$ cat config.mk
export PLATFORM = sky130hd
export DESIGN_NAME = fp_addsub_execute_unit_flat
export DESIGN_NICKNAME = d
export VERILOG_FILES = /design/src/rtl/fp_addsub_execute_unit_if.sv /design/src/rtl/fp_addsub_execute_unit.sv /design/src/flat_wrapper.sv
export SDC_FILE = /design/constraint.sdc
export NUM_CORES = 1
export LEC_CHECK = 0
export ABC_CLOCK_PERIOD_IN_PS = 1250
export BUFFER_PORTS_ARGS = -buffer_cell sky130_fd_sc_hd__buf_2
export CAP_MARGIN = 0
export CORE_UTILIZATION = 54
export CTS_CLUSTER_DIAMETER = 50
export DETAILED_ROUTE_END_ITERATION = 16
export PLACE_DENSITY = 0.82
export SYNTH_ARGS = -nofsm -noshare
export SYNTH_HDL_FRONTEND = slang
export SYNTH_SLANG_ARGS = --single-unit
$ cat constraint.sdc
create_clock -name clk -period 1.25 [get_ports clk]
set_clock_uncertainty 0.2 [all_clocks]
set_input_delay 0.0625 -clock clk [delete_from_list [all_inputs] [get_ports clk]]
set_output_delay 0.0625 -clock clk [all_outputs]
set_load 0.005 [all_outputs]
$ cat src/rtl/fp_addsub_execute_unit_if.sv
// fp_addsub_execute_unit_if: operand/result bundle for the FP add/sub execute stage.
// master drives operands and receives results; slave is the execute unit.
// Zero is present only when FPADDSUB_EXEC_ZERO_FLAG_EN is defined.
interface fp_addsub_execute_unit_if #(parameter int MW = 25);
  logic          in_valid;
  logic [MW-1:0] Mmax;
  logic [MW-1:0] Mmin;
  logic          Sa;
  logic          Sb;
  logic          MaxAB;
  logic          OpMode;
  logic          G;
  logic          S;
  logic          out_valid;
  logic [MW:0]   Sum;
  logic          Sgn;
  logic          Gout;
  logic          Sout;
`ifdef FPADDSUB_EXEC_ZERO_FLAG_EN
  logic          Zero;
  modport master (output in_valid, Mmax, Mmin, Sa, Sb, MaxAB, OpMode, G, S,
                  input out_valid, Sum, Sgn, Gout, Sout, Zero);
  modport slave  (input in_valid, Mmax, Mmin, Sa, Sb, MaxAB, OpMode, G, S,
                  output out_valid, Sum, Sgn, Gout, Sout, Zero);
`else
  modport master (output in_valid, Mmax, Mmin, Sa, Sb, MaxAB, OpMode, G, S,
                  input out_valid, Sum, Sgn, Gout, Sout);
  modport slave  (input in_valid, Mmax, Mmin, Sa, Sb, MaxAB, OpMode, G, S,
                  output out_valid, Sum, Sgn, Gout, Sout);
`endif
endinterface

$ cat src/rtl/fp_addsub_execute_unit.sv
// fp_addsub_execute_unit: effective add/subtract of pre-aligned mantissas plus result sign, 1-cycle registered.
// Ports: clk, rst (async, active-high), io (slave modport: operands in, Sum/Sgn/Gout/Sout/out_valid out).
// Optional FPADDSUB_EXEC_ZERO_FLAG_EN adds a registered Zero flag for an all-zero Sum.
module fp_addsub_execute_unit #(parameter int MW = 25) (
  input logic                    clk,
  input logic                    rst,
  fp_addsub_execute_unit_if.slave io
);
  logic        eop;
  logic [MW:0] sum_d, sum_q;
  logic        sgn_d, sgn_q, g_q, s_q, valid_q;
  always_comb begin
    eop   = io.Sa ^ io.Sb ^ io.OpMode;
    sum_d = eop ? {1'b0, io.Mmax} - {1'b0, io.Mmin} : {1'b0, io.Mmax} + {1'b0, io.Mmin};
    sgn_d = io.MaxAB ? io.Sb ^ io.OpMode : io.Sa;
  end
`ifdef FPADDSUB_EXEC_ZERO_FLAG_EN
  logic zero_q;
  always_ff @(posedge clk or posedge rst)
    if (rst) zero_q <= 1'b0;
    else if (io.in_valid) zero_q <= ~|sum_d;
  assign io.Zero = zero_q;
`endif
  always_ff @(posedge clk or posedge rst) begin
    if (rst) begin
      valid_q <= 1'b0;
      sum_q   <= '0;
      sgn_q   <= 1'b0;
      g_q     <= 1'b0;
      s_q     <= 1'b0;
    end else begin
      valid_q <= io.in_valid;
      if (io.in_valid) begin
        sum_q <= sum_d;
        sgn_q <= sgn_d;
        g_q   <= io.G;
        s_q   <= io.S;
      end
    end
  end
  assign io.out_valid = valid_q;
  assign io.Sum       = sum_q;
  assign io.Sgn       = sgn_q;
  assign io.Gout      = g_q;
  assign io.Sout      = s_q;
endmodule

$ cat src/flat_wrapper.sv
// flat-port wrapper written by rule: the top's interface ports become plain ports
module fp_addsub_execute_unit_flat 
#(parameter int MW = 25)
  (clk, rst, io_in_valid, io_Mmax, io_Mmin, io_Sa, io_Sb, io_MaxAB, io_OpMode, io_G, io_S, io_out_valid, io_Sum, io_Sgn, io_Gout, io_Sout);
  fp_addsub_execute_unit_if #(.MW(MW)) io_i ();
  input logic clk;
  input logic rst;
  input wire logic [$bits(io_i.in_valid)-1:0] io_in_valid;
  input wire logic [$bits(io_i.Mmax)-1:0] io_Mmax;
  input wire logic [$bits(io_i.Mmin)-1:0] io_Mmin;
  input wire logic [$bits(io_i.Sa)-1:0] io_Sa;
  input wire logic [$bits(io_i.Sb)-1:0] io_Sb;
  input wire logic [$bits(io_i.MaxAB)-1:0] io_MaxAB;
  input wire logic [$bits(io_i.OpMode)-1:0] io_OpMode;
  input wire logic [$bits(io_i.G)-1:0] io_G;
  input wire logic [$bits(io_i.S)-1:0] io_S;
  output wire logic [$bits(io_i.out_valid)-1:0] io_out_valid;
  output wire logic [$bits(io_i.Sum)-1:0] io_Sum;
  output wire logic [$bits(io_i.Sgn)-1:0] io_Sgn;
  output wire logic [$bits(io_i.Gout)-1:0] io_Gout;
  output wire logic [$bits(io_i.Sout)-1:0] io_Sout;
  assign io_i.in_valid = io_in_valid;
  assign io_i.Mmax = io_Mmax;
  assign io_i.Mmin = io_Mmin;
  assign io_i.Sa = io_Sa;
  assign io_i.Sb = io_Sb;
  assign io_i.MaxAB = io_MaxAB;
  assign io_i.OpMode = io_OpMode;
  assign io_i.G = io_G;
  assign io_i.S = io_S;
  assign io_out_valid = io_i.out_valid;
  assign io_Sum = io_i.Sum;
  assign io_Sgn = io_i.Sgn;
  assign io_Gout = io_i.Gout;
  assign io_Sout = io_i.Sout;
  fp_addsub_execute_unit #(.MW(MW)) u_core (.clk(clk), .rst(rst), .io(io_i));
endmodule
==> flow_metrics.env, run 1 <==
export IMPL_synthArstFlopShare_pct=100.0
export IMPL_place_hpwl_mm=9.252
export IMPL_yosysTopAreaCell="sky130_fd_sc_hd__dfrtp_1"
export IMPL_run_status="stopped before the end"
export IMPL_lastStage="global routing (5_1_grt)"
export IMPL_ys_flop_type="sky130_fd_sc_hd__dfrtp_1"
export IMPL_synth_fp_nets=463
export IMPL_clock_sinks=30
export IMPL_number_of_placement_rows=27
export IMPL_syn_cell_area_sq_um=3206
export IMPL_cts_made_buffers=5
export IMPL_ys_types=70
export IMPL_clock_tree_root_cell="sky130_fd_sc_hd__clkbuf_8"
export IMPL_die_height_microns=79.05
export IMPL_post_synth_top_count_cell="sky130_fd_sc_hd__a21oi_1"
export IMPL_ctsLongestPathBuffers=2
export IMPL_toolErrorMsg="[ERROR GRT-0116] Global routing finished with congestion. Check the congestion regions in the DRC Viewer."
export IMPL_grt_start_max_net_pins=24
export IMPL_ctsHtreeMaxLevel=2
export IMPL_grt_first_pass_wirelength_mm=31.88
export IMPL_synth_seq_cells=30
export IMPL_synth_top_cells_by_count="sky130_fd_sc_hd__a21oi_1 (38), sky130_fd_sc_hd__dfrtp_1 (30), sky130_fd_sc_hd__nand2_1 (30)"
export IMPL_yosysWarningCount=0
export IMPL_global_route_overflow_total=20
export IMPL_floorplan_io_pins=89
export IMPL_seq_area_frac_synth_pct=23.42
export IMPL_start_util_pct=57.16
export IMPL_postSynthAreaPerCell_sq_um=8.503
export IMPL_yosysTopAreaCellShare_pct=23.42
export IMPL_die_width_microns=79.05
export IMPL_first_global_vias=5639
export IMPL_grt_use_total_pct=68.42
export IMPL_synth_edff_count=0
export IMPL_portBuffers=88
export IMPL_netlist_instances=377
export IMPL_globalplace_congestion=0.9279
export IMPL_ys_top_cells_by_area="sky130_fd_sc_hd__dfrtp_1 (23%), sky130_fd_sc_hd__ha_1 (10%), sky130_fd_sc_hd__xnor2_1 (6.0%)"
[timing repair]
item / CTS
hold buffers: 4
pin swaps: 29
setup buffers: 23
endpoints found under the setup margin: 25
endpoints found under the hold margin: 34
resized for setup: 69
[per-layer routing]
layer	global-route usage [%]	GRT overflow
met5	14.55	1
met4	68.36	4
met3	44.71	0
met2	92.24	15
met1	67.69	0
[through the flow]
| step | hold slack [ps] | setup WS [ps] | instance area [sq um] | setup TNS (ps) | std cells |
|---|---|---|---|---|---|
| 2_1_floorplan | -106.1 | -1794 | 3422 | -32420 | 377 |
| 3_3_place_gp | -173.1 | -1854 | 4782 | -38340 | 641 |
| 3_5_place_dp | -162.2 | -2011 | 4782 | -41790 | 641 |
| 4_1_cts | -37.95 | -1624 | 5388 | -32850 | 674 |
[cells by family after synthesis]
group | count (synthesis) | share of synthesized area [%]
flip-flops | 30 | 23.42
adder cells (fa/ha/maj) | 27 | 10.77
buffers and inverters | 32 | 4.098
XOR/XNOR | 37 | 10.11
AND/OR/NAND/NOR | 111 | 18.74
AO/OA/AOI/OAI | 127 | 28.18
multiplexers | 13 | 4.684
==> inputs of run 2 (changes only) <==
Settings changed: CORE_UTILIZATION 54 to 40, CTS_CLUSTER_DIAMETER 50 to unset, PLACE_DENSITY 0.82 to unset, PLACE_DENSITY_LB_ADDON set to 0.15.
==> flow_metrics.env, run 2 <==
export IMPL_netlist_instances=377
export IMPL_seq_area_frac_synth_pct=23.42
export IMPL_netSwitchingFraction_pct=40.65
export IMPL_synthArstFlopShare_pct=100.0
export IMPL_p_int_w=0.004424
export IMPL_fp_dieArea_sq_um=8376
export IMPL_run_status="finished with violations"
export IMPL_place_hpwl_mm=8.238
export IMPL_globalplace_congestion=0.8999
export IMPL_clock_sinks=30
export IMPL_die_height_microns=91.52
export IMPL_layout_worst_path_cycle_share_pct=233.3
export IMPL_timing_critical_path_cells="buf_6 > or3_4 > nor3b_4 > buf_4 > nor2_1 > xnor2_1 > ha_1 > buf_4 > a21oi_4 > o21ai_2 > buf_4 > a21oi_2 > o21ai_1 > xor2_1 > mux2_2"
export IMPL_hold_ws_ps=-0.5717
export IMPL_worstSetupStartpointType="input pin"
export IMPL_final_layout_size_suffix_gt1_share_pct=58.94
export IMPL_wirelength_met1_mm=5.145
export IMPL_timing_critical_path_buf_inv=4
export IMPL_timing_max_transition_violations_final=0
export IMPL_worst_endpoint_arrival_ps=2880
export IMPL_synth_edff_count=0
export IMPL_path_category_of_the_worst_min_delay_check="input pin to flop"
export IMPL_placed_cells_incl_taps=678
export IMPL_grt_use_total_pct=26.04
export IMPL_coreArea_sq_um=7727
export IMPL_post_route_worst_setup_slack_ps=-1666
export IMPL_grt_start_max_net_pins=31
export IMPL_critical_path_max_stage_delay_ps=420
export IMPL_worst_path_most_repeated_cell="sky130_fd_sc_hd__buf_4"
export IMPL_crit_path_end_kind="flop"
export IMPL_ctsLongestPathBuffers=2
export IMPL_clock_network_power_share_pct=10.8
export IMPL_yosysWarningCount=0
export IMPL_postSynthAreaPerCell_sq_um=8.503
export IMPL_power_ir_vdd_worst_mv=0.5429
export IMPL_cts_tree="built"
export IMPL_synth_seq_cells=30
export IMPL_ys_types=70
export IMPL_required_ps=1220
export IMPL_detailed_routing_iterations_pass_1=5
export IMPL_global_route_overflow_total=0
export IMPL_ys_flop_type="sky130_fd_sc_hd__dfrtp_1"
export IMPL_yosysTopAreaCell="sky130_fd_sc_hd__dfrtp_1"
export IMPL_timing_max_slew_rel_slack_pct=69.45
export IMPL_layout_min_cycle_time_ps=2916
export IMPL_syn_cell_area_sq_um=3206
export IMPL_drt_initial_violations=166
export IMPL_avgViaCountPerCell=5.254
export IMPL_seq_power_share_pct=20.2
export IMPL_stdcell_count=706
export IMPL_max_cap_violations=0
export IMPL_worst_pin_slew_ps=456.2
export IMPL_start_util_pct=41.48
export IMPL_highest_layer="met4"
export IMPL_critical_path_slowest_cell="sky130_fd_sc_hd__or3_4"
export IMPL_largest_register_ff_count=26
export IMPL_commonest_non_fill_non_tap_cells_in_the_layout="sky130_fd_sc_hd__buf_4 (130), sky130_fd_sc_hd__buf_2 (84), sky130_fd_sc_hd__dfrtp_1 (30), sky130_fd_sc_hd__nand2_1 (26)"
export IMPL_clock_tree_root_cell="sky130_fd_sc_hd__clkbuf_8"
export IMPL_synth_fp_nets=463
export IMPL_first_global_vias=3737
export IMPL_path_class="input pin to flop"
export IMPL_met3_length_microns=450
export IMPL_clk_latency_worst_skew_pair_ps=280
export IMPL_yosysTopAreaCellShare_pct=23.42
export IMPL_grt_first_pass_wirelength_mm=17.46
export IMPL_p_switching_w=0.003030
export IMPL_route_final_wire_length_mm=10.96
export IMPL_top_family_by_delay_on_critical_path="simple AND/OR/NAND/NOR gates"
export IMPL_violations="negative hold slack, negative setup slack"
export IMPL_rsz0062_at_grt="true"
export IMPL_power_per_cell_area_nw_per_um2=1323
export IMPL_post_synth_top_count_cell="sky130_fd_sc_hd__a21oi_1"
export IMPL_floorplan_io_pins=89
export IMPL_antenna_diode_count=0
export IMPL_leading_cell_type_in_the_layout_fill_and_taps_excluded="sky130_fd_sc_hd__buf_4"
export IMPL_wire_length_on_met2_mm=5.198
export IMPL_fin_nets=689
export IMPL_ctsHtreeMaxLevel=2
export IMPL_final_setup_tns_ps=-33030
export IMPL_antenna_violating_nets_post_route=0
export IMPL_initial_antenna_violation_count=0
export IMPL_wire_length_per_cell_after_detailed_routing_microns=15.53
export IMPL_ys_top_cells_by_area="sky130_fd_sc_hd__dfrtp_1 (23%), sky130_fd_sc_hd__ha_1 (10%), sky130_fd_sc_hd__xnor2_1 (6.0%)"
export IMPL_clock_fmax_mhz=343.0
export IMPL_crit_path_max_fanout=6
export IMPL_layout_area_growth_over_synthesis_pct=75.72
export IMPL_cts_clk_slew_worst_paths_ps=60
export IMPL_synth_top_cells_by_count="sky130_fd_sc_hd__a21oi_1 (38), sky130_fd_sc_hd__dfrtp_1 (30), sky130_fd_sc_hd__nand2_1 (30)"
export IMPL_vias=3709
export IMPL_number_of_placement_rows=32
export IMPL_die_width_microns=91.52
export IMPL_drt_drc_violations_left=0
export IMPL_hold_viol_final=1
export IMPL_setup_violations=25
export IMPL_combinationalPowerShare_pct=69.0
export IMPL_cts_made_buffers=5
export IMPL_p_leak_nw=2.632
export IMPL_portBuffers=88
==> run 2: cell counts after synthesis <==
No cell type changed its count.
==> run 2: logic make-up after synthesis <==
group           Yosys count  synth area share (%)
compound gates          127                 28.18
simple gates            111                 18.74
xor+xnor                 37                 10.11
buf+inv                  32                 4.098
flops                    30                 23.42
fa+ha+maj                27                 10.77
mux                      13                 4.684
==> run 2: tightest hold or removal path: cells and delay by family <==
kind | cells | cell delay, ps
AOI/OAI and AO/OA | 1 | 70
adders and majority gates | 1 | 150
buffers and inverters | 2 | 160
==> run 2: final timing paths <==
check                                  start                end  slack, ps  depth (start not counted)
setup / recovery                  io_Mmin[4]  u_core.io.Sum[12]      -1670                         15
hold / removal                    io_Mmax[0]   u_core.io.Sum[0]       -0.6                          4
setup reg to reg           u_core.io.Sum[20]  u_core.io.Sum[20]        100                          2
hold reg to reg                u_core.io.Sgn      u_core.io.Sgn        290                          1
max in group asynchronous                rst  u_core.io.Sum[15]        390                          4
min in group asynchronous                rst  u_core.io.Sum[19]        190                          4
==> run 2: power groups by stage <==
stage	Combinational [W]	Sequential, W	Clock (W)
5_1_grt	0.00553	0.00155	0.000868
4_1_cts	0.00468	0.00151	0.000829
6_report	0.00514	0.00150	0.000808
3_3_place_gp	0.00416	0.00150	0
3_5_place_dp	0.00424	0.00152	0
2_1_floorplan	0.00243	0.00154	0
==> run 2: per-layer routing <==
layer / track usage (%) / up-vias
met5: 0 / -
met4: 7.672 / 0
met3: 2.261 / 15
met2: 42.42 / 96
met1: 36.47 / 1746
li1: - / 1852
==> run 2: final cells by class <==
class                      instances  area (sq um)
sequential                        30         750.7
clock buffer                       7         86.33
fill                             594          2095
timing repair buffer             234          1638
clock inverter                     1         5.005
tap                              102         127.6
inverter                          17         63.81
multi-input combinational        315          2962
==> run 2: per-stage QoR <==
stage / worst slack, ps / hold WS (ps) / utilization (%) / area [sq um] / total power (W)
floorplan: -1794 / -106.1 / - / 3422 / 0.003966
global placement: -1878 / -48.59 / 62.56 / 4835 / 0.005664
detailed placement: -1955 / -42.35 / 62.56 / 4835 / 0.005760
CTS: -1597 / -34.30 / 68.98 / 5330 / 0.007019
global route: -1768 / 45.52 / 72.90 / 5633 / 0.007955
finish: -1666 / -0.5717 / 72.90 / 5633 / 0.007453
==> run 2: repair_timing <==
action / in CTS / in global routing
cloned: 0 / 0
hold endpoints to repair: 34 / 0
gates resized for setup: 58 / 48
setup buffers: 11 / 8
pin swaps: 39 / 29
hold buffers: 4 / 0
setup endpoints to repair: 25 / 25
Note: power is estimated with default switching activity, not from simulation.
